$ cat config.mk
export PLATFORM = sky130hd
export DESIGN_NAME = rv32_fxmadd_pipe
export DESIGN_NICKNAME = d
export VERILOG_FILES = /design/src/rtl/rv32_types.sv /design/src/rtl/rv32_fxmadd_scale_rf.sv /design/src/rtl/rv32_fxmadd_pipe.sv
export SDC_FILE = /design/constraint.sdc
export NUM_CORES = 2
export LEC_CHECK = 0
export BUFFER_PORTS_ARGS = -buffer_cell sky130_fd_sc_hd__buf_2
export CAP_MARGIN = 20
export CORE_MARGIN = 4
export CORE_UTILIZATION = 60
export CTS_CLUSTER_SIZE = 30
export DETAILED_ROUTE_END_ITERATION = 7
export PLACE_DENSITY_LB_ADDON = 0.2
export SLEW_MARGIN = 20
export SYNTH_ARGS = -nofsm -noshare
export SYNTH_HDL_FRONTEND = slang
export SYNTH_SLANG_ARGS = --single-unit
$ cat constraint.sdc
create_clock -name clk -period 8.4 [get_ports clk]
set_input_delay 0.84 -clock clk [delete_from_list [all_inputs] [get_ports clk]]
set_output_delay 0.84 -clock clk [all_outputs]
set_load 0.01 [all_outputs]
$ cat src/rtl/rv32_types.sv
// Shared exec-stage types and constants for the RV32 core.
// Pure declarations, no logic, no latency, no flow control.
package rv32_types;

   localparam int RV_XLEN           = 32;
   localparam int FXMADD_LATENCY    = 3;
   localparam int FXMADD_NUM_SCALES = 8;
   localparam int FXMADD_SEL_W      = $clog2(FXMADD_NUM_SCALES);

   typedef struct packed {
      logic [RV_XLEN-1:0]      a;
      logic [RV_XLEN-1:0]      b;
      logic [RV_XLEN-1:0]      c;
      logic [FXMADD_SEL_W-1:0] sel;
      logic                    round_en;
      logic                    sat_en;
   } fxmadd_req_t;

endpackage

$ cat src/rtl/rv32_fxmadd_scale_rf.sv
// Shift-scale register file: one write port, two combinational read ports, resets to scale[i]=i.
// Writes take effect at the clock edge; reads are zero latency; no backpressure.
module rv32_fxmadd_scale_rf #(
   parameter int NUM_SCALES = 8,
   parameter int SEL_W      = 3,
   parameter int SCALE_W    = 6
) (
   input  logic               clk,
   input  logic               rst,
   input  logic               we_i,
   input  logic [SEL_W-1:0]   waddr_i,
   input  logic [SCALE_W-1:0] wdata_i,
   input  logic [SEL_W-1:0]   rd0_addr_i,
   output logic [SCALE_W-1:0] rd0_data_o,
   input  logic [SEL_W-1:0]   rd1_addr_i,
   output logic [SCALE_W-1:0] rd1_data_o
);

   logic [SCALE_W-1:0] scale_q [NUM_SCALES];

   always_ff @(posedge clk or posedge rst) begin
      if (rst) begin
         for (int i = 0; i < NUM_SCALES; i++) begin
            scale_q[i] <= SCALE_W'(i);
         end
      end else if (we_i) begin
         scale_q[waddr_i] <= wdata_i;
      end
   end

   assign rd0_data_o = scale_q[rd0_addr_i];
   assign rd1_data_o = scale_q[rd1_addr_i];

endmodule

$ cat src/rtl/rv32_fxmadd_pipe.sv
// Pipelined fixed-point ((a*b) >>> scale[sel]) + c with optional rounding and saturation.
// Latency 3 cycles, 1 op/cycle; a stalled output freezes every stage and drops in_ready.
module rv32_fxmadd_pipe
   import rv32_types::*;
#(
   parameter int  XLEN       = RV_XLEN,
   parameter int  NUM_SCALES = FXMADD_NUM_SCALES,
   localparam int SEL_W      = $clog2(NUM_SCALES),
   localparam int SCALE_W    = $clog2(2*XLEN)
) (
   input  logic               clk,
   input  logic               rst,
   input  logic               in_valid,
   output logic               in_ready,
   input  logic [XLEN-1:0]    mul_op_1,
   input  logic [XLEN-1:0]    mul_op_2,
   input  logic [XLEN-1:0]    add_op,
   input  logic [SEL_W-1:0]   scale_sel,
   input  logic               round_en,
   input  logic               sat_en,
   input  logic               scale_we,
   input  logic [SEL_W-1:0]   scale_addr,
   input  logic [SCALE_W-1:0] scale_wdata,
   output logic [SCALE_W-1:0] scale_rdata,
   output logic               out_valid,
   input  logic               out_ready,
   output logic [XLEN-1:0]    result,
   output logic               overflow
);

   localparam int PW = 2*XLEN;
   localparam int SW = PW + 2;
   localparam logic signed [SW-1:0] SUM_MAX = {{(XLEN+3){1'b0}}, {(XLEN-1){1'b1}}};
   localparam logic signed [SW-1:0] SUM_MIN = {{(XLEN+3){1'b1}}, {(XLEN-1){1'b0}}};

   logic adv, accept;
   logic [SCALE_W-1:0] issue_scale;

   logic                    s1_vld_q, s1_round_q, s1_sat_q;
   logic [PW-1:0]           s1_prod_q, s1_prod_d;
   logic [XLEN-1:0]         s1_c_q;
   logic [SCALE_W-1:0]      s1_scale_q;

   logic                    s2_vld_q, s2_sat_q;
   logic signed [PW:0]      s2_shift_q, s2_shift_d, rnd_inc, rnd_sum;
   logic [XLEN-1:0]         s2_c_q;

   logic                    out_valid_q, overflow_q, overflow_d;
   logic [XLEN-1:0]         result_q, result_d;
   logic signed [SW-1:0]    sum_d;
   logic                    pos_ovf, neg_ovf;

   assign adv      = !out_valid_q || out_ready;
   assign in_ready = adv;
   assign accept   = in_valid && adv;

   // Read port 0 feeds issue, port 1 the readback; same-cycle writes land after capture.
   rv32_fxmadd_scale_rf #(
      .NUM_SCALES (NUM_SCALES),
      .SEL_W      (SEL_W),
      .SCALE_W    (SCALE_W)
   ) u_scale_rf (
      .clk        (clk),
      .rst        (rst),
      .we_i       (scale_we),
      .waddr_i    (scale_addr),
      .wdata_i    (scale_wdata),
      .rd0_addr_i (scale_sel),
      .rd0_data_o (issue_scale),
      .rd1_addr_i (scale_addr),
      .rd1_data_o (scale_rdata)
   );

   assign s1_prod_d = {{XLEN{mul_op_1[XLEN-1]}}, mul_op_1} * {{XLEN{mul_op_2[XLEN-1]}}, mul_op_2};

   always_ff @(posedge clk or posedge rst) begin
      if (rst) begin
         s1_vld_q   <= 1'b0;
         s1_prod_q  <= '0;
         s1_c_q     <= '0;
         s1_scale_q <= '0;
         s1_round_q <= 1'b0;
         s1_sat_q   <= 1'b0;
      end else if (adv) begin
         s1_vld_q <= accept;
         if (accept) begin
            s1_prod_q  <= s1_prod_d;
            s1_c_q     <= add_op;
            s1_scale_q <= issue_scale;
            s1_round_q <= round_en;
            s1_sat_q   <= sat_en;
         end
      end
   end

   // One extra bit keeps the round-half-up carry from wrapping the product.
   always_comb begin
      rnd_inc = '0;
      if (s1_round_q && (s1_scale_q != '0)) begin
         rnd_inc = (PW+1)'(1) << (s1_scale_q - SCALE_W'(1));
      end
      rnd_sum    = {s1_prod_q[PW-1], s1_prod_q} + rnd_inc;
      s2_shift_d = rnd_sum >>> s1_scale_q;
   end

   always_ff @(posedge clk or posedge rst) begin
      if (rst) begin
         s2_vld_q   <= 1'b0;
         s2_shift_q <= '0;
         s2_c_q     <= '0;
         s2_sat_q   <= 1'b0;
      end else if (adv) begin
         s2_vld_q <= s1_vld_q;
         if (s1_vld_q) begin
            s2_shift_q <= s2_shift_d;
            s2_c_q     <= s1_c_q;
            s2_sat_q   <= s1_sat_q;
         end
      end
   end

   always_comb begin
      sum_d      = {s2_shift_q[PW], s2_shift_q} + {{(XLEN+2){s2_c_q[XLEN-1]}}, s2_c_q};
      pos_ovf    = sum_d > SUM_MAX;
      neg_ovf    = sum_d < SUM_MIN;
      overflow_d = pos_ovf || neg_ovf;
      result_d   = sum_d[XLEN-1:0];
      if (s2_sat_q && pos_ovf) begin
         result_d = {1'b0, {(XLEN-1){1'b1}}};
      end else if (s2_sat_q && neg_ovf) begin
         result_d = {1'b1, {(XLEN-1){1'b0}}};
      end
   end

   always_ff @(posedge clk or posedge rst) begin
      if (rst) begin
         out_valid_q <= 1'b0;
         result_q    <= '0;
         overflow_q  <= 1'b0;
      end else if (adv) begin
         out_valid_q <= s2_vld_q;
         if (s2_vld_q) begin
            result_q   <= result_d;
            overflow_q <= overflow_d;
         end
      end
   end

   assign out_valid = out_valid_q;
   assign result    = result_q;
   assign overflow  = overflow_q;

endmodule

Yosys cells after proc, flatten, opt, wreduce, memory -nomap -nowiden
Cells that the tools add are included.

Register bits: 286.

Reduce and logical (&&, ||, !) cells: 12. Shift-type cells: 2. Multipliers: 1. Order comparisons: 5. Muxes and demuxes: 12. Bitwise gates (word level): 2. $add $sub $neg: 3.

Operators with widths (number): $add A65 B32 Y66 (1); $gt A66 B32 Y1 const B (1); $lt A66 B32 Y1 const B (1); $add A65 B65 Y65 (1); $mux W65 (1); $shl A1 B6 Y65 const A (1); $sshr A65 B6 Y65 (1); $mul A32 B32 Y64 (1); $mux W32 (2); $bwmux W48 (1); $bmux W6 S3 (2); $mux W6 (5); $demux W6 S3 (1); $ge A4 B4 Y1 const B (2); $not A3 Y4 (2); $reduce_and A2 Y1 (3); $reduce_bool A6 Y1 (1); $sub A6 B1 Y6 const B (1); $logic_and A1 B1 Y1 (5); $lt A4 B1 Y1 const B (1); $logic_or A1 B1 Y1 (2); $logic_not A1 Y1 (1).

Depth between registers and ports, before layout
Word-level depth: 6. Gate-level depth with buffers: 30. Mapped depth without buffers: 29.

By module
A second synthesis with hierarchy kept.

Cells, all modules: 6993. Area total of the unflattened synthesis: 62105.8 um2.

Modules (own cells, without submodules): rv32_fxmadd_pipe (seq. area each 5955.7 um2, cells an instance 6839, times used 1, area an instance 59420.7 um2); rv32_fxmadd_scale_rf (seq. area each 1216.2 um2, cells an instance 154, times used 1, area an instance 2685.1 um2).

Worst setup path after synthesis
Ideal clock, no wire load.

Path type: input to register. From: in mul_op_2[2]. To: reg s1_prod_q[57]. Arrival: 8.529 ns. Path slack: -0.198 ns. Stages: 25. Library setup time: 0.069 ns. Path buffers: 2. Cells stage by stage: clkbuf_1 > nand2_1 > inv_1 > fa_1 > fa_1 > fa_1 > fa_1 > fa_1 > fa_1 > fa_1 > fa_1 > ha_1 > clkbuf_1 > a21o_1 > a21oi_1 > o21bai_1 > a21o_1 > a221o_1 > a41oi_1 > nor2b_1 > a21oi_1 > a21bo_2 > a31o_2 > or4b_2 > nand3_1.

Cells in the longest elaborated chain, start to end: 1.

Ends and longest elaborated chain: from (decl) (line rv32_fxmadd_pipe.sv:16) `input logic [XLEN-1:0] mul_op_2,`; $mul A32 B32 Y64 (line rv32_fxmadd_pipe.sv:74) `assign s1_prod_d = {{XLEN{mul_op_1[XLEN-1]}}, mul_op_1} * {{XLEN{mul_op_2[XLEN-1]}}, mul_op_2};`; to (signal assigned) (line rv32_fxmadd_pipe.sv:87) `s1_prod_q <= s1_prod_d;`; to (decl) (line rv32_fxmadd_pipe.sv:40) `logic [PW-1:0] s1_prod_q, s1_prod_d;`.

No other way between the ends. A chain may end at the register's enable or synchronous reset.

Final worst setup path
From: in mul_op_1[19]. To: reg s1_prod_q[57].

Cells in the longest elaborated chain, start to end: 1.

Ends and longest elaborated chain: from (decl) (line rv32_fxmadd_pipe.sv:15) `input logic [XLEN-1:0] mul_op_1,`; $mul A32 B32 Y64 (line rv32_fxmadd_pipe.sv:74).

No other way between the ends.

==> impl_metrics.json <==
{
  "antenna_found_initial": 4,
  "h-tree-depth": 1,
  "syn_nets": 8624,
  "nets": 8786,
  "hold_buffers": 0,
  "fin_skew_ns": 0.03457,
  "status": "complete, no violations",
  "yosysTopAreaCell": "fa_1",
  "port_buffers": 155,
  "min_period_ns": 8.133,
  "crit_arrival_ns": 8.68,
  "wirelength_um": 191700,
  "cts_made_buffers": 30,
  "yosys.area.top_type_share_pct": 34.52,
  "gp_congestion": 1.015,
  "path_max_fanout": 12,
  "finalHoldViolCount": 0,
  "core_um2": 103800,
  "cts_max_path_buffers": 3,
  "slew_violations": 0,
  "die_area_um2": 110000,
  "fmax_mhz": 123.0,
  "hold_path.class": "input pin to asynchronous set/reset pin",
  "syn_inst": 7110,
  "worst_setup_path_start_kind": "input pin",
  "die_x_um": 331.7,
  "relSlewSlack_pct": 21.67,
  "syn_to_final_growth_pct": 8.543,
  "grt_use_total_pct": 34.98,
  "avgSynthCellArea_um2": 8.841,
  "worstMarginPinSlew_ns": 1.172,
  "drc_errors": 0,
  "synth_edf_count": 0,
  "grt_setup_unrepaired": "false",
  "wire_per_inst_um": 22.10,
  "reg2regPathDepth": 22,
  "clk_latency_ns": 0.62,
  "boundaryPins": 156,
  "cts_root_buf": "clkbuf_16",
  "dieHeight_um": 331.7,
  "async_flop_share_pct": 100.0,
  "syn_area_um2": 62860,
  "critPathKind": "input pin to flip-flop",
  "cpLargestDelayFamily": "adder cells",
  "setup_violations": 0,
  "via_per_inst": 6.128,
  "grt_pass1_vias": 55670,
  "ys_top_cells_by_area": "fa_1 (35%), dfrtp_1 (11%), ha_1 (6.3%)",
  "grt_overflow": 0,
  "whs_ns": 0.2502,
  "drive_gt1_share_pct": 12.23,
  "synthDistinctLibCells": 100,
  "tritoncts": "built",
  "dp.final_hpwl_um": 161600,
  "yosysSeqAreaShare_pct": 11.41,
  "start_util_pct": 60.56,
  "ant_nets": 0,
  "final.period_utilization_pct": 96.82,
  "cp_num_cells": 27,
  "synth.most_common_cell": "fa_1",
  "synthTopCellsByCount": "fa_1 (1084), inv_1 (1021), nand2_1 (944), and2_1 (546), clkbuf_1 (371)",
  "crit_top_cell": "fa_1",
  "crit_path_end_kind": "flip-flop",
  "ys_ff_latch": 286,
  "cts_num_sinks": 286,
  "rrSetupSlack_ns": 0.66,
  "synth_warnings": 0,
  "first_pass_iters": 6,
  "synthFlopType": "dfrtp_1",
  "cp.required_ns": 8.95,
  "fill_cells": 8585,
  "cpMaxStageDelayCell": "or4b_2",
  "grt_pass1_wl_um": 309800,
  "drt_iter0_drc": 5130,
  "vias": 53170,
  "cp.buffers_inverters": 5,
  "rows": 118,
  "max_stage_delay_ns": 0.60,
  "grt_max_degree": 175,
  "maxCapViolCount": 0,
  "clkTransAtPathRegs_ns": 0.06
}
-- area by class of cell --
class / count / area [um2] / share of cell area [%]
Multi-Input combinational cell: 5362 / 50180 / 73.55
Sequential cell: 286 / 7178 / 10.52
Timing Repair Buffer: 567 / 4180 / 6.127
Inverter: 1025 / 3854 / 5.648
Tap cell: 1380 / 1727 / 2.531
Clock buffer: 38 / 830.8 / 1.218
Clock inverter: 16 / 269.0 / 0.3943
Antenna cell: 3 / 7.507 / 0.01100
-- registers in the layout (all words and copies together), names as in the netlist --
register            flops
s1_scale_q              6
overflow                1
s1_c_q                 32
s1_sat_q                1
s2_shift_q             65
out_valid               1
s1_vld_q                1
s2_c_q                 32
s2_sat_q                1
s1_round_q              1
u_scale_rf.scale_q     48
s1_prod_q              64
result                 32
s2_vld_q                1
-- stage by stage --
| step | std cells | utilization (%) | cell area, um2 | TNS (ns) | setup slack (ns) |
|---|---|---|---|---|---|
| final | 8677 | 65.74 | 68230 | 0 | 0.2671 |
| after global routing | 8674 | 65.73 | 68220 | 0 | 0.002806 |
| after CTS | 8670 | 65.59 | 68080 | 0 | 0.1531 |
| after detailed placement | 8616 | 64.53 | 66980 | -4.418 | -0.6738 |
| after global placement | 8616 | 64.53 | 66970 | -3.360 | -0.5376 |
| after floorplan | 7110 | - | 62880 | 0 | 0.01633 |
-- cells in the final DEF, fill, tap and decap left out, types with 72 or more instances in the layout --
master / synthesis / final
fa_1: 1084 / 1081
inv_1: 1021 / 1018
nand2_1: 944 / 942
and2_1: 546 / 545
buf_4: 1 / 384
ha_1: 315 / 315
a21oi_1: 309 / 308
nor2_1: 289 / 286
dfrtp_1: 274 / 269
o21ai_0: 251 / 250
buf_2: 24 / 144
mux2_2: 122 / 122
xnor2_1: 100 / 100
a21o_1: 89 / 89
nand4_1: 84 / 84
nor3_1: 84 / 84
xor2_1: 72 / 72
nand3_1: 72 / 72
-- worst reg2reg max path, cell delays in order, from the launching register on --
cell,delay (ns)
dfrtp_2,0.40
inv_1,0.07
nand2_1,0.05
buf_4,0.19
nor2_1,0.45
nand2_1,0.36
xnor2_1,0.22
and2_1,0.26
nand2_1,0.38
nor3_1,0.32
ha_1,0.40
a21oi_1,0.26
o21ai_0,0.28
a31oi_1,0.38
a21boi_1,0.41
and3_1,0.38
a21oi_1,0.20
o311ai_1,0.94
mux2i_1,0.36
mux4_2,0.67
a2111oi_0,0.46
buf_4,0.20
a211o_1,0.09
-- metal layers --
| layer | global-route usage (%) | vias up | routed length (um) |
|---|---|---|---|
| met5 | 0 | - | 23 |
| met4 | 11.24 | 4 | 7246 |
| met3 | 5.537 | 458 | 15260 |
| met2 | 57.72 | 2366 | 91210 |
| met1 | 47.80 | 26720 | 77990 |
| li1 | - | 23630 | - |
-- kinds of logic (layout without fill, tap and decap cells) --
| group | after synthesis | in the layout | synth area share [%] |
|---|---|---|---|
| and+or+nand+nor | 2277 | 2277 | 17.73 |
| buffers and inverters | 1462 | 1646 | 8.858 |
| adders and majority gates | 1399 | 1399 | 40.79 |
| AOI/OAI and AO/OA | 1277 | 1277 | 13.70 |
| DFF | 286 | 286 | 11.41 |
| muxes | 237 | 237 | 5.112 |
| xor gates and xnor gates | 172 | 172 | 2.397 |
| other | 0 | 3 | 0 |
-- final timing paths --
| path | startpoint | endpoint |
|---|---|---|
| worst max register to register | s1_scale_q[3] | s2_shift_q[19] |
| worst min register to register | s1_c_q[7] | s2_c_q[7] |
| worst min-delay path | rst | s1_prod_q[61] |
| min in group clk | s1_c_q[7] | s2_c_q[7] |
| worst max-delay path | mul_op_1[19] | s1_prod_q[57] |
| max in group asynchronous | rst | s2_c_q[0] |
-- what timing repair did --
item,4_1_cts,5_1_grt
pin swaps,0,7
resized for setup,1,30
buffers inserted,0,4
endpoints found under the setup margin,1,6
Power is not shown: default switching activity piles up to over one toggle a cycle in this logic, so the estimate is an artifact.
